## src/rtl/control_unit_if.sv

```systemverilog
// control_unit_if
//   Bundles the sequencer's view of the datapath: instruction/flag/RAM/interrupt
//   inputs and every control line it drives.
//   master : control_unit side (drives control lines, reads status)
//   slave  : datapath / RAM / interrupt side
interface control_unit_if;
    logic [31:0] instruction;
    logic [3:0]  aluCarryFlags;
    logic        ramMFC;
    logic        hardwareInterrupt;
    logic        maskableInterrupt;

    logic        trapMux;
    logic        signExtend;
    logic        clearPC;
    logic        regFileRW;
    logic [4:0]  regFileRD;
    logic [4:0]  regFileRS;
    logic [4:0]  regFileRT;
    logic [1:0]  aluSign;
    logic [3:0]  aluOperation;
    logic [1:0]  ramDataSize;
    logic        ramMFA;
    logic        ramRW;
    logic [8:0]  ramAddress;
    logic        pcEnable;
    logic        irEnable;
    logic        marEnable;
    logic        mdrEnable;
    logic [1:0]  muxSignals;
    logic        muxSignals2;
    logic [1:0]  muxSignals3;

    modport master (
        input  instruction, aluCarryFlags, ramMFC, hardwareInterrupt, maskableInterrupt,
        output trapMux, signExtend, clearPC, regFileRW, regFileRD, regFileRS, regFileRT,
               aluSign, aluOperation, ramDataSize, ramMFA, ramRW, ramAddress,
               pcEnable, irEnable, marEnable, mdrEnable, muxSignals, muxSignals2, muxSignals3
    );

    modport slave (
        output instruction, aluCarryFlags, ramMFC, hardwareInterrupt, maskableInterrupt,
        input  trapMux, signExtend, clearPC, regFileRW, regFileRD, regFileRS, regFileRT,
               aluSign, aluOperation, ramDataSize, ramMFA, ramRW, ramAddress,
               pcEnable, irEnable, marEnable, mdrEnable, muxSignals, muxSignals2, muxSignals3
    );
endinterface

```

## src/rtl/control_unit.sv

```systemverilog
// control_unit
//   Multicycle microsequencer for the 32-bit datapath. Holds only the state
//   register and interrupt state (IE flag, hardware edge latch); all control
//   lines are a combinational decode of state and IR.
//   Clk   : rising-edge clock
//   reset : asynchronous active-low reset
//   bus   : control_unit_if.master (IR, ALU flags, RAM handshake, interrupts in;
//           register/ALU/mux/load-enable/RAM controls out)
module control_unit (
    input  logic          Clk,
    input  logic          reset,
    control_unit_if.master bus
);
    localparam logic [4:0] S_RST  = 5'd0,  S_F0   = 5'd1,  S_F1   = 5'd2,  S_F2   = 5'd3,
                           S_DEC  = 5'd4,  S_RT   = 5'd5,  S_JR   = 5'd6,  S_IT   = 5'd7,
                           S_MA   = 5'd8,  S_LD   = 5'd9,  S_LWB  = 5'd10, S_SMD  = 5'd11,
                           S_ST   = 5'd12, S_BR   = 5'd13, S_BT1  = 5'd14, S_BT2  = 5'd15,
                           S_INT0 = 5'd16, S_INT1 = 5'd17, S_INT2 = 5'd18;

    logic [4:0] r_state, w_next;
    logic       r_ie, r_hw_prev, r_hw_pend, r_int_hw;

    logic [5:0] w_opcode, w_funct;
    logic [4:0] w_rs, w_rt, w_rd;
    logic       w_mfc, w_int_take, w_is_load, w_word, w_taken, w_hw_edge;
    logic       w_unused;

    assign w_opcode   = bus.instruction[31:26];
    assign w_funct    = bus.instruction[5:0];
    assign w_rs       = bus.instruction[25:21];
    assign w_rt       = bus.instruction[20:16];
    assign w_rd       = bus.instruction[15:11];
    assign w_mfc      = bus.ramMFC;
    assign w_hw_edge  = bus.hardwareInterrupt & ~r_hw_prev;
    // Hardware requests ignore IE; maskable ones need IE.
    assign w_int_take = r_hw_pend | (bus.maskableInterrupt & r_ie);
    assign w_is_load  = (w_opcode == 6'h23) || (w_opcode == 6'h20);
    assign w_word     = (w_opcode == 6'h23) || (w_opcode == 6'h2B);
    // BEQ takes on Z=1, BNE on Z=0.
    assign w_taken    = (w_opcode == 6'h04) ? bus.aluCarryFlags[0] : ~bus.aluCarryFlags[0];
    assign w_unused   = ^{bus.instruction[10:6], bus.aluCarryFlags[3:1]};

    always_comb begin
        w_next = S_RST;
        case (r_state)
            S_RST:  w_next = S_F0;
            S_F0:   w_next = w_int_take ? S_INT0 : S_F1;
            S_F1:   w_next = w_mfc ? S_F2 : S_F1;
            S_F2:   w_next = S_DEC;
            S_DEC: begin
                w_next = S_F0;
                if (w_opcode == 6'h00) begin
                    case (w_funct)
                        6'h20, 6'h21, 6'h22, 6'h23, 6'h24, 6'h25,
                        6'h26, 6'h27, 6'h2A, 6'h2B: w_next = S_RT;
                        6'h08:                      w_next = S_JR;
                        default:                    w_next = S_F0;
                    endcase
                end else begin
                    case (w_opcode)
                        6'h08, 6'h09, 6'h0A, 6'h0C, 6'h0D: w_next = S_IT;
                        6'h23, 6'h20, 6'h2B, 6'h28:        w_next = S_MA;
                        6'h04, 6'h05:                      w_next = S_BR;
                        default:                           w_next = S_F0;
                    endcase
                end
            end
            S_RT, S_JR, S_IT: w_next = S_F0;
            S_MA:   w_next = w_is_load ? S_LD : S_SMD;
            S_LD:   w_next = w_mfc ? S_LWB : S_LD;
            S_LWB:  w_next = S_F0;
            S_SMD:  w_next = S_ST;
            S_ST:   w_next = w_mfc ? S_F0 : S_ST;
            S_BR:   w_next = w_taken ? S_BT1 : S_F0;
            S_BT1:  w_next = S_BT2;
            S_BT2:  w_next = S_F0;
            S_INT0: w_next = S_INT1;
            S_INT1: w_next = w_mfc ? S_INT2 : S_INT1;
            S_INT2: w_next = S_F0;
            default: w_next = S_RST;
        endcase
    end

    always_ff @(posedge Clk or negedge reset) begin
        if (!reset) begin
            r_state   <= S_RST;
            r_ie      <= 1'b1;
            r_hw_prev <= 1'b0;
            r_hw_pend <= 1'b0;
            r_int_hw  <= 1'b0;
        end else begin
            r_state   <= w_next;
            r_hw_prev <= bus.hardwareInterrupt;
            // A fresh edge arriving while the latch is being cleared is kept.
            if (w_hw_edge)
                r_hw_pend <= 1'b1;
            else if (r_state == S_INT2)
                r_hw_pend <= 1'b0;
            if (r_state == S_F0 && w_int_take)
                r_int_hw <= r_hw_pend;
            if (r_state == S_JR && w_rs == 5'd27)
                r_ie <= 1'b1;
            else if (r_state == S_INT2)
                r_ie <= 1'b0;
        end
    end

    always_comb begin
        bus.trapMux      = 1'b0;
        bus.signExtend   = 1'b0;
        bus.clearPC      = 1'b0;
        bus.regFileRW    = 1'b0;
        bus.regFileRD    = w_rd;
        bus.regFileRS    = w_rs;
        bus.regFileRT    = w_rt;
        bus.aluSign      = 2'b00;
        bus.aluOperation = 4'd0;
        bus.ramDataSize  = 2'b00;
        bus.ramMFA       = 1'b0;
        bus.ramRW        = 1'b0;
        bus.ramAddress   = '0;
        bus.pcEnable     = 1'b0;
        bus.irEnable     = 1'b0;
        bus.marEnable    = 1'b0;
        bus.mdrEnable    = 1'b0;
        bus.muxSignals   = 2'd0;
        bus.muxSignals2  = 1'b0;
        bus.muxSignals3  = 2'd0;
        case (r_state)
            S_RST: bus.clearPC = 1'b1;
            S_F0: if (!w_int_take) begin
                bus.regFileRS  = 5'd0;
                bus.muxSignals = 2'd3;
                bus.marEnable  = 1'b1;
            end
            S_F1: begin
                bus.ramMFA      = 1'b1;
                bus.ramRW       = 1'b1;
                bus.ramDataSize = 2'b10;
                bus.irEnable    = w_mfc;
            end
            S_F2: begin
                bus.muxSignals   = 2'd3;
                bus.aluOperation = 4'd7;
                bus.pcEnable     = 1'b1;
            end
            S_RT: begin
                bus.regFileRW = 1'b1;
                case (w_funct)
                    6'h20:   begin bus.aluOperation = 4'd0; bus.aluSign = 2'b01; end
                    6'h22:   begin bus.aluOperation = 4'd1; bus.aluSign = 2'b01; end
                    6'h23:   bus.aluOperation = 4'd1;
                    6'h24:   bus.aluOperation = 4'd2;
                    6'h25:   bus.aluOperation = 4'd3;
                    6'h26:   bus.aluOperation = 4'd4;
                    6'h27:   bus.aluOperation = 4'd5;
                    6'h2A:   begin bus.aluOperation = 4'd6; bus.aluSign = 2'b01; end
                    6'h2B:   bus.aluOperation = 4'd6;
                    default: bus.aluOperation = 4'd0;
                endcase
            end
            S_JR: begin
                bus.regFileRT = 5'd0;
                bus.pcEnable  = 1'b1;
            end
            S_IT: begin
                bus.regFileRW  = 1'b1;
                bus.regFileRD  = w_rt;
                bus.muxSignals = 2'd1;
                case (w_opcode)
                    6'h08:   begin bus.signExtend = 1'b1; bus.aluSign = 2'b01; end
                    6'h09:   bus.signExtend = 1'b1;
                    6'h0A:   begin bus.signExtend = 1'b1; bus.aluSign = 2'b01; bus.aluOperation = 4'd6; end
                    6'h0C:   bus.aluOperation = 4'd2;
                    6'h0D:   bus.aluOperation = 4'd3;
                    default: bus.aluOperation = 4'd0;
                endcase
            end
            S_MA: begin
                bus.muxSignals = 2'd1;
                bus.signExtend = 1'b1;
                bus.marEnable  = 1'b1;
            end
            S_LD: begin
                bus.ramMFA      = 1'b1;
                bus.ramRW       = 1'b1;
                bus.ramDataSize = w_word ? 2'b10 : 2'b00;
                bus.muxSignals2 = 1'b1;
                bus.mdrEnable   = w_mfc;
            end
            S_LWB: begin
                bus.regFileRW  = 1'b1;
                bus.regFileRD  = w_rt;
                bus.regFileRS  = 5'd0;
                bus.muxSignals = 2'd2;
            end
            S_SMD: begin
                bus.regFileRS = 5'd0;
                bus.mdrEnable = 1'b1;
            end
            S_ST: begin
                bus.ramMFA      = 1'b1;
                bus.ramDataSize = w_word ? 2'b10 : 2'b00;
            end
            S_BR: bus.aluOperation = 4'd1;
            S_BT1: begin
                bus.regFileRW    = 1'b1;
                bus.regFileRD    = 5'd1;
                bus.regFileRS    = 5'd0;
                bus.muxSignals   = 2'd1;
                bus.signExtend   = 1'b1;
                bus.aluOperation = 4'd8;
            end
            S_BT2: begin
                bus.regFileRS  = 5'd1;
                bus.muxSignals = 2'd3;
                bus.pcEnable   = 1'b1;
            end
            S_INT0: begin
                bus.regFileRW  = 1'b1;
                bus.regFileRD  = 5'd27;
                bus.regFileRS  = 5'd0;
                bus.muxSignals = 2'd3;
            end
            S_INT1: begin
                bus.ramMFA      = 1'b1;
                bus.ramRW       = 1'b1;
                bus.ramDataSize = 2'b10;
                bus.trapMux     = 1'b1;
                bus.ramAddress  = r_int_hw ? 9'h1FC : 9'h1F8;
                bus.muxSignals2 = 1'b1;
                bus.mdrEnable   = w_mfc;
            end
            S_INT2: begin
                bus.regFileRS  = 5'd0;
                bus.muxSignals = 2'd2;
                bus.pcEnable   = 1'b1;
            end
            default: ;
        endcase
    end
endmodule

```

## src/flat_wrapper.sv

```systemverilog
// flat-port wrapper written by rule: the top's interface ports become plain ports
module control_unit_flat 
  (Clk, reset, bus_instruction, bus_aluCarryFlags, bus_ramMFC, bus_hardwareInterrupt, bus_maskableInterrupt, bus_trapMux, bus_signExtend, bus_clearPC, bus_regFileRW, bus_regFileRD, bus_regFileRS, bus_regFileRT, bus_aluSign, bus_aluOperation, bus_ramDataSize, bus_ramMFA, bus_ramRW, bus_ramAddress, bus_pcEnable, bus_irEnable, bus_marEnable, bus_mdrEnable, bus_muxSignals, bus_muxSignals2, bus_muxSignals3);
  control_unit_if bus_i ();
  input  logic Clk;
  input  logic reset;
  input wire logic [$bits(bus_i.instruction)-1:0] bus_instruction;
  input wire logic [$bits(bus_i.aluCarryFlags)-1:0] bus_aluCarryFlags;
  input wire logic [$bits(bus_i.ramMFC)-1:0] bus_ramMFC;
  input wire logic [$bits(bus_i.hardwareInterrupt)-1:0] bus_hardwareInterrupt;
  input wire logic [$bits(bus_i.maskableInterrupt)-1:0] bus_maskableInterrupt;
  output wire logic [$bits(bus_i.trapMux)-1:0] bus_trapMux;
  output wire logic [$bits(bus_i.signExtend)-1:0] bus_signExtend;
  output wire logic [$bits(bus_i.clearPC)-1:0] bus_clearPC;
  output wire logic [$bits(bus_i.regFileRW)-1:0] bus_regFileRW;
  output wire logic [$bits(bus_i.regFileRD)-1:0] bus_regFileRD;
  output wire logic [$bits(bus_i.regFileRS)-1:0] bus_regFileRS;
  output wire logic [$bits(bus_i.regFileRT)-1:0] bus_regFileRT;
  output wire logic [$bits(bus_i.aluSign)-1:0] bus_aluSign;
  output wire logic [$bits(bus_i.aluOperation)-1:0] bus_aluOperation;
  output wire logic [$bits(bus_i.ramDataSize)-1:0] bus_ramDataSize;
  output wire logic [$bits(bus_i.ramMFA)-1:0] bus_ramMFA;
  output wire logic [$bits(bus_i.ramRW)-1:0] bus_ramRW;
  output wire logic [$bits(bus_i.ramAddress)-1:0] bus_ramAddress;
  output wire logic [$bits(bus_i.pcEnable)-1:0] bus_pcEnable;
  output wire logic [$bits(bus_i.irEnable)-1:0] bus_irEnable;
  output wire logic [$bits(bus_i.marEnable)-1:0] bus_marEnable;
  output wire logic [$bits(bus_i.mdrEnable)-1:0] bus_mdrEnable;
  output wire logic [$bits(bus_i.muxSignals)-1:0] bus_muxSignals;
  output wire logic [$bits(bus_i.muxSignals2)-1:0] bus_muxSignals2;
  output wire logic [$bits(bus_i.muxSignals3)-1:0] bus_muxSignals3;
  assign bus_i.instruction = bus_instruction;
  assign bus_i.aluCarryFlags = bus_aluCarryFlags;
  assign bus_i.ramMFC = bus_ramMFC;
  assign bus_i.hardwareInterrupt = bus_hardwareInterrupt;
  assign bus_i.maskableInterrupt = bus_maskableInterrupt;
  assign bus_trapMux = bus_i.trapMux;
  assign bus_signExtend = bus_i.signExtend;
  assign bus_clearPC = bus_i.clearPC;
  assign bus_regFileRW = bus_i.regFileRW;
  assign bus_regFileRD = bus_i.regFileRD;
  assign bus_regFileRS = bus_i.regFileRS;
  assign bus_regFileRT = bus_i.regFileRT;
  assign bus_aluSign = bus_i.aluSign;
  assign bus_aluOperation = bus_i.aluOperation;
  assign bus_ramDataSize = bus_i.ramDataSize;
  assign bus_ramMFA = bus_i.ramMFA;
  assign bus_ramRW = bus_i.ramRW;
  assign bus_ramAddress = bus_i.ramAddress;
  assign bus_pcEnable = bus_i.pcEnable;
  assign bus_irEnable = bus_i.irEnable;
  assign bus_marEnable = bus_i.marEnable;
  assign bus_mdrEnable = bus_i.mdrEnable;
  assign bus_muxSignals = bus_i.muxSignals;
  assign bus_muxSignals2 = bus_i.muxSignals2;
  assign bus_muxSignals3 = bus_i.muxSignals3;
  control_unit u_core (.Clk(Clk), .reset(reset), .bus(bus_i));
endmodule
```

## config.mk

```make
export PLATFORM = sky130hd
export DESIGN_NAME = control_unit_flat
export DESIGN_NICKNAME = d
export VERILOG_FILES = /design/src/rtl/control_unit_if.sv /design/src/rtl/control_unit.sv /design/src/flat_wrapper.sv
export SDC_FILE = /design/constraint.sdc
export NUM_CORES = 1
export LEC_CHECK = 0
export CORE_MARGIN = 5
export CORE_UTILIZATION = 36
export CTS_BUF_LIST = sky130_fd_sc_hd__clkbuf_4 sky130_fd_sc_hd__clkbuf_8
export DETAILED_ROUTE_END_ITERATION = 16
export PLACE_DENSITY = 0.86
export SYNTH_ARGS = -nofsm -noshare
export SYNTH_HDL_FRONTEND = slang
export SYNTH_SLANG_ARGS = --single-unit
```

## constraint.sdc

```tcl
create_clock -name Clk -period 1.75 [get_ports Clk]
set_input_delay 0.175 -clock Clk [delete_from_list [all_inputs] [get_ports Clk]]
set_output_delay 0.175 -clock Clk [all_outputs]
set_load 0.01 [all_outputs]
```

==> results.cfg, run 1 <==
[drt]
num_vias = 2793
drt-pass1-iter-count = 6
wire_per_inst_um = 23.4
vias_per_cell = 6.39
wl_mm = 10.2
postRouteAntennaNets = 0
drtIter0Drc = 402
drcViolationCount = 0

[setup_path]
regToRegSetupSlack_ps = -200
rr_endpoint = u_core.r_state[0]
critPathKind = reg2out
cp.arrival_ps = 1970
cp_max_fo = 5
start_kind = flip-flop
worstRegToRegCells = 7
crit_required_ps = 1570
crit_path_end_kind = primary output
r2r_start = u_core.r_state[3]

[finish]
final_cells = 437
final_core_util_pct = 85.5
areaGrowthSynthToFinish_pct = 128
final_area_um2 = 3440
final_nets = 429
diodes = 0
drive_above_1_share_pct = 58.4

[status]
outcome = finished with violations
violations = setup timing

[synthesis]
synth_area_leader_cell = dfrtp_1
synth_seq_area_share_pct = 15.0
yosysMostFrequentCell = nor2_1
synth_flop_cell = dfrtp_1
syn_inst = 224
ys_types = 52
netlist_top_cells_area = dfrtp_1 (13%), o21ai_0 (6.6%), buf_4 (6.5%), a21oi_1 (6.0%), nor2_1 (5.2%)
syn-cell-area_um2 = 1510
synth_warnings = 0
ys_ff_latch = 9
yosys.area.top_type_share_pct = 13.2
synth_common_cells = nor2_1 (21), o21ai_0 (20), nand2_1 (19)
syn_avg_cell_area_um2 = 6.75
synth_edf_count = 0
synthArstFlopShare_pct = 100

[die]
die_w_um = 74.8
core_area_um2 = 4030
num_rows = 23
die-height_um = 74.8
start_util_pct = 37.5
dieArea_um2 = 5600
ios = 88

[clock_network]
tritoncts = built
h-tree-depth = 1
clock_sinks = 9
clk_latency_ps = 230
path_clk_slew_ps = 50
cts_buffers = 3
clk_path_buf_depth = 2
root_buffer = clkbuf_8

[power]
p_seq_share_pct = 8.5
ir_drop_uv = 816
power_frac_clock_pct = 5.6
p_comb_share_pct = 85.9
p_sw_mw = 2.25
powerDensity_nw_per_um2 = 1330
power_mw = 4.60
leakagePower_nw = 1.60
switching_share_pct = 48.9
internal-power_mw = 2.35

[placed_design]
dp_hpwl_mm = 4.74
place_ws_ps = -520
port_buffers = 73
placedCellCount = 395
placed_area_um2 = 2690
gp_congestion = 0.871

[timing]
clock_skew_ps = 7.16
hold-worst-slack_ps = 242
setup_viol = 43
hold_viol_final = 0
fin_crit_sh_pct = 122
setup_tns_ps = -6390
final.setup.worst_slack_ps = -390
fmax_ghz = 0.467
rsz0062_at_grt = true
drv_slew = 0
fin_crit_ps = 2140

[global_route]
grt_pass1_wl_mm = 12.1
grt_pass1_vias = 2522
grt_util_all_layers_pct = 28.0
grt_start_max_net_pins = 13
grt.overflow.total = 0
antenna_found_initial = 0

[job]
cap_violations = 0

[min_path]
hp-class = in2async
==> flip-flops by register name, summed over array words and instances (netlist names) <==
name              count
u_core.r_state        5
u_core.r_hw_pend      1
u_core.r_hw_prev      1
u_core.r_ie           1
u_core.r_int_hw       1
==> how the worst max path moves through the flow <==
stage / depth (start not counted) / endpoint / slack, ps / startpoint
3_5_place_dp: 7 / bus_ramDataSize[1] / -520 / bus_instruction[31]
4_1_cts: 7 / bus_aluOperation[1] / -200 / u_core.r_state[4]
3_3_place_gp: 7 / bus_ramDataSize[1] / -510 / bus_instruction[31]
2_1_floorplan: 6 / bus_aluOperation[0] / 30 / u_core.r_state[3]
5_1_grt: 7 / bus_ramDataSize[1] / -400 / u_core.r_state[3]
6_report: 7 / bus_ramDataSize[1] / -390 / u_core.r_state[3]
==> logic make-up (layout without fill, tap and decap cells) <==
logic type	count (synthesis)	count (layout)	synth area share [%]
AOI/OAI and AO/OA	71	71	30.5
xor gates and xnor gates	5	5	2.90
buffers and inverters	33	191	12.4
DFF	9	9	15.0
muxes	2	2	1.41
other	1	6	0.248
and+or+nand+nor	103	103	37.6
==> power by group through the flow <==
stage	sequential [mW]	combinational [mW]	clock, mW
floorplan	0.320	1.35	0
global placement	0.379	2.70	0
detailed placement	0.385	2.74	0
CTS	0.373	3.03	0.250
global route	0.398	4.05	0.269
finish	0.391	3.95	0.256
==> repair_timing <==
action	CTS	global route
hold buffers	0	0
cloned	0	0
pin swaps	19	26
endpoints found under the setup margin	44	44
endpoints found under the hold margin	0	0
gates resized for setup	241	75
buffers inserted	22	19
==> area by class of cell <==
type | instances | area (um^2)
Inverter | 6 | 22.5
Fill cell | 193 | 584
Timing Repair Buffer | 181 | 1510
Multi-Input combinational cell | 187 | 1570
Clock buffer | 4 | 48.8
Sequential cell | 9 | 230
Tap cell | 50 | 62.6
==> routing by layer <==
metal / global-route usage, % / vias up / routed length, um
met3: 3.60 / 87 / 1080
met4: 18.4 / 0 / 707
li1: - / 1119 / -
met1: 30.5 / 1315 / 3610
met5: 0 / - / 0
met2: 50.3 / 272 / 4850
==> placed cells by master (no fill, tap or decap), types with 6 or more instances in the layout <==
| master | netlist | routed |
|---|---|---|
| buf_4 | 13 | 79 |
| buf_2 | 6 | 34 |
| buf_6 | 1 | 31 |
| clkdlybuf4s50_1 | 0 | 29 |
| a21oi_1 | 18 | 13 |
| nor2_1 | 21 | 12 |
| nand2_1 | 19 | 11 |
| o21ai_0 | 20 | 9 |
| nor2_4 | 0 | 8 |
| o21ai_1 | 0 | 8 |
| nand2b_4 | 0 | 6 |
| conb_1 | 1 | 6 |
==> worst max-delay path, cell delays in order, from the launching register on <==
cell	delay, ps
dfrtp_1	430
nor2b_4	340
buf_12	160
nand3_4	80
a21oi_1	210
nor2_1	90
o22ai_1	220
buf_2	200
Note: power is estimated with default switching activity, not from simulation.
==> inputs of run 2 (changes only) <==
--- a/config.mk
+++ b/config.mk
@@ -10,6 +10,7 @@
 export CTS_BUF_LIST = sky130_fd_sc_hd__clkbuf_4 sky130_fd_sc_hd__clkbuf_8
 export DETAILED_ROUTE_END_ITERATION = 16
 export PLACE_DENSITY = 0.86
+export SLEW_MARGIN = 30
 export SYNTH_ARGS = -nofsm -noshare
 export SYNTH_HDL_FRONTEND = slang
 export SYNTH_SLANG_ARGS = --single-unit
==> results of run 2 <==
The final DEF is identical to that of run 1; final timing and power are the same.
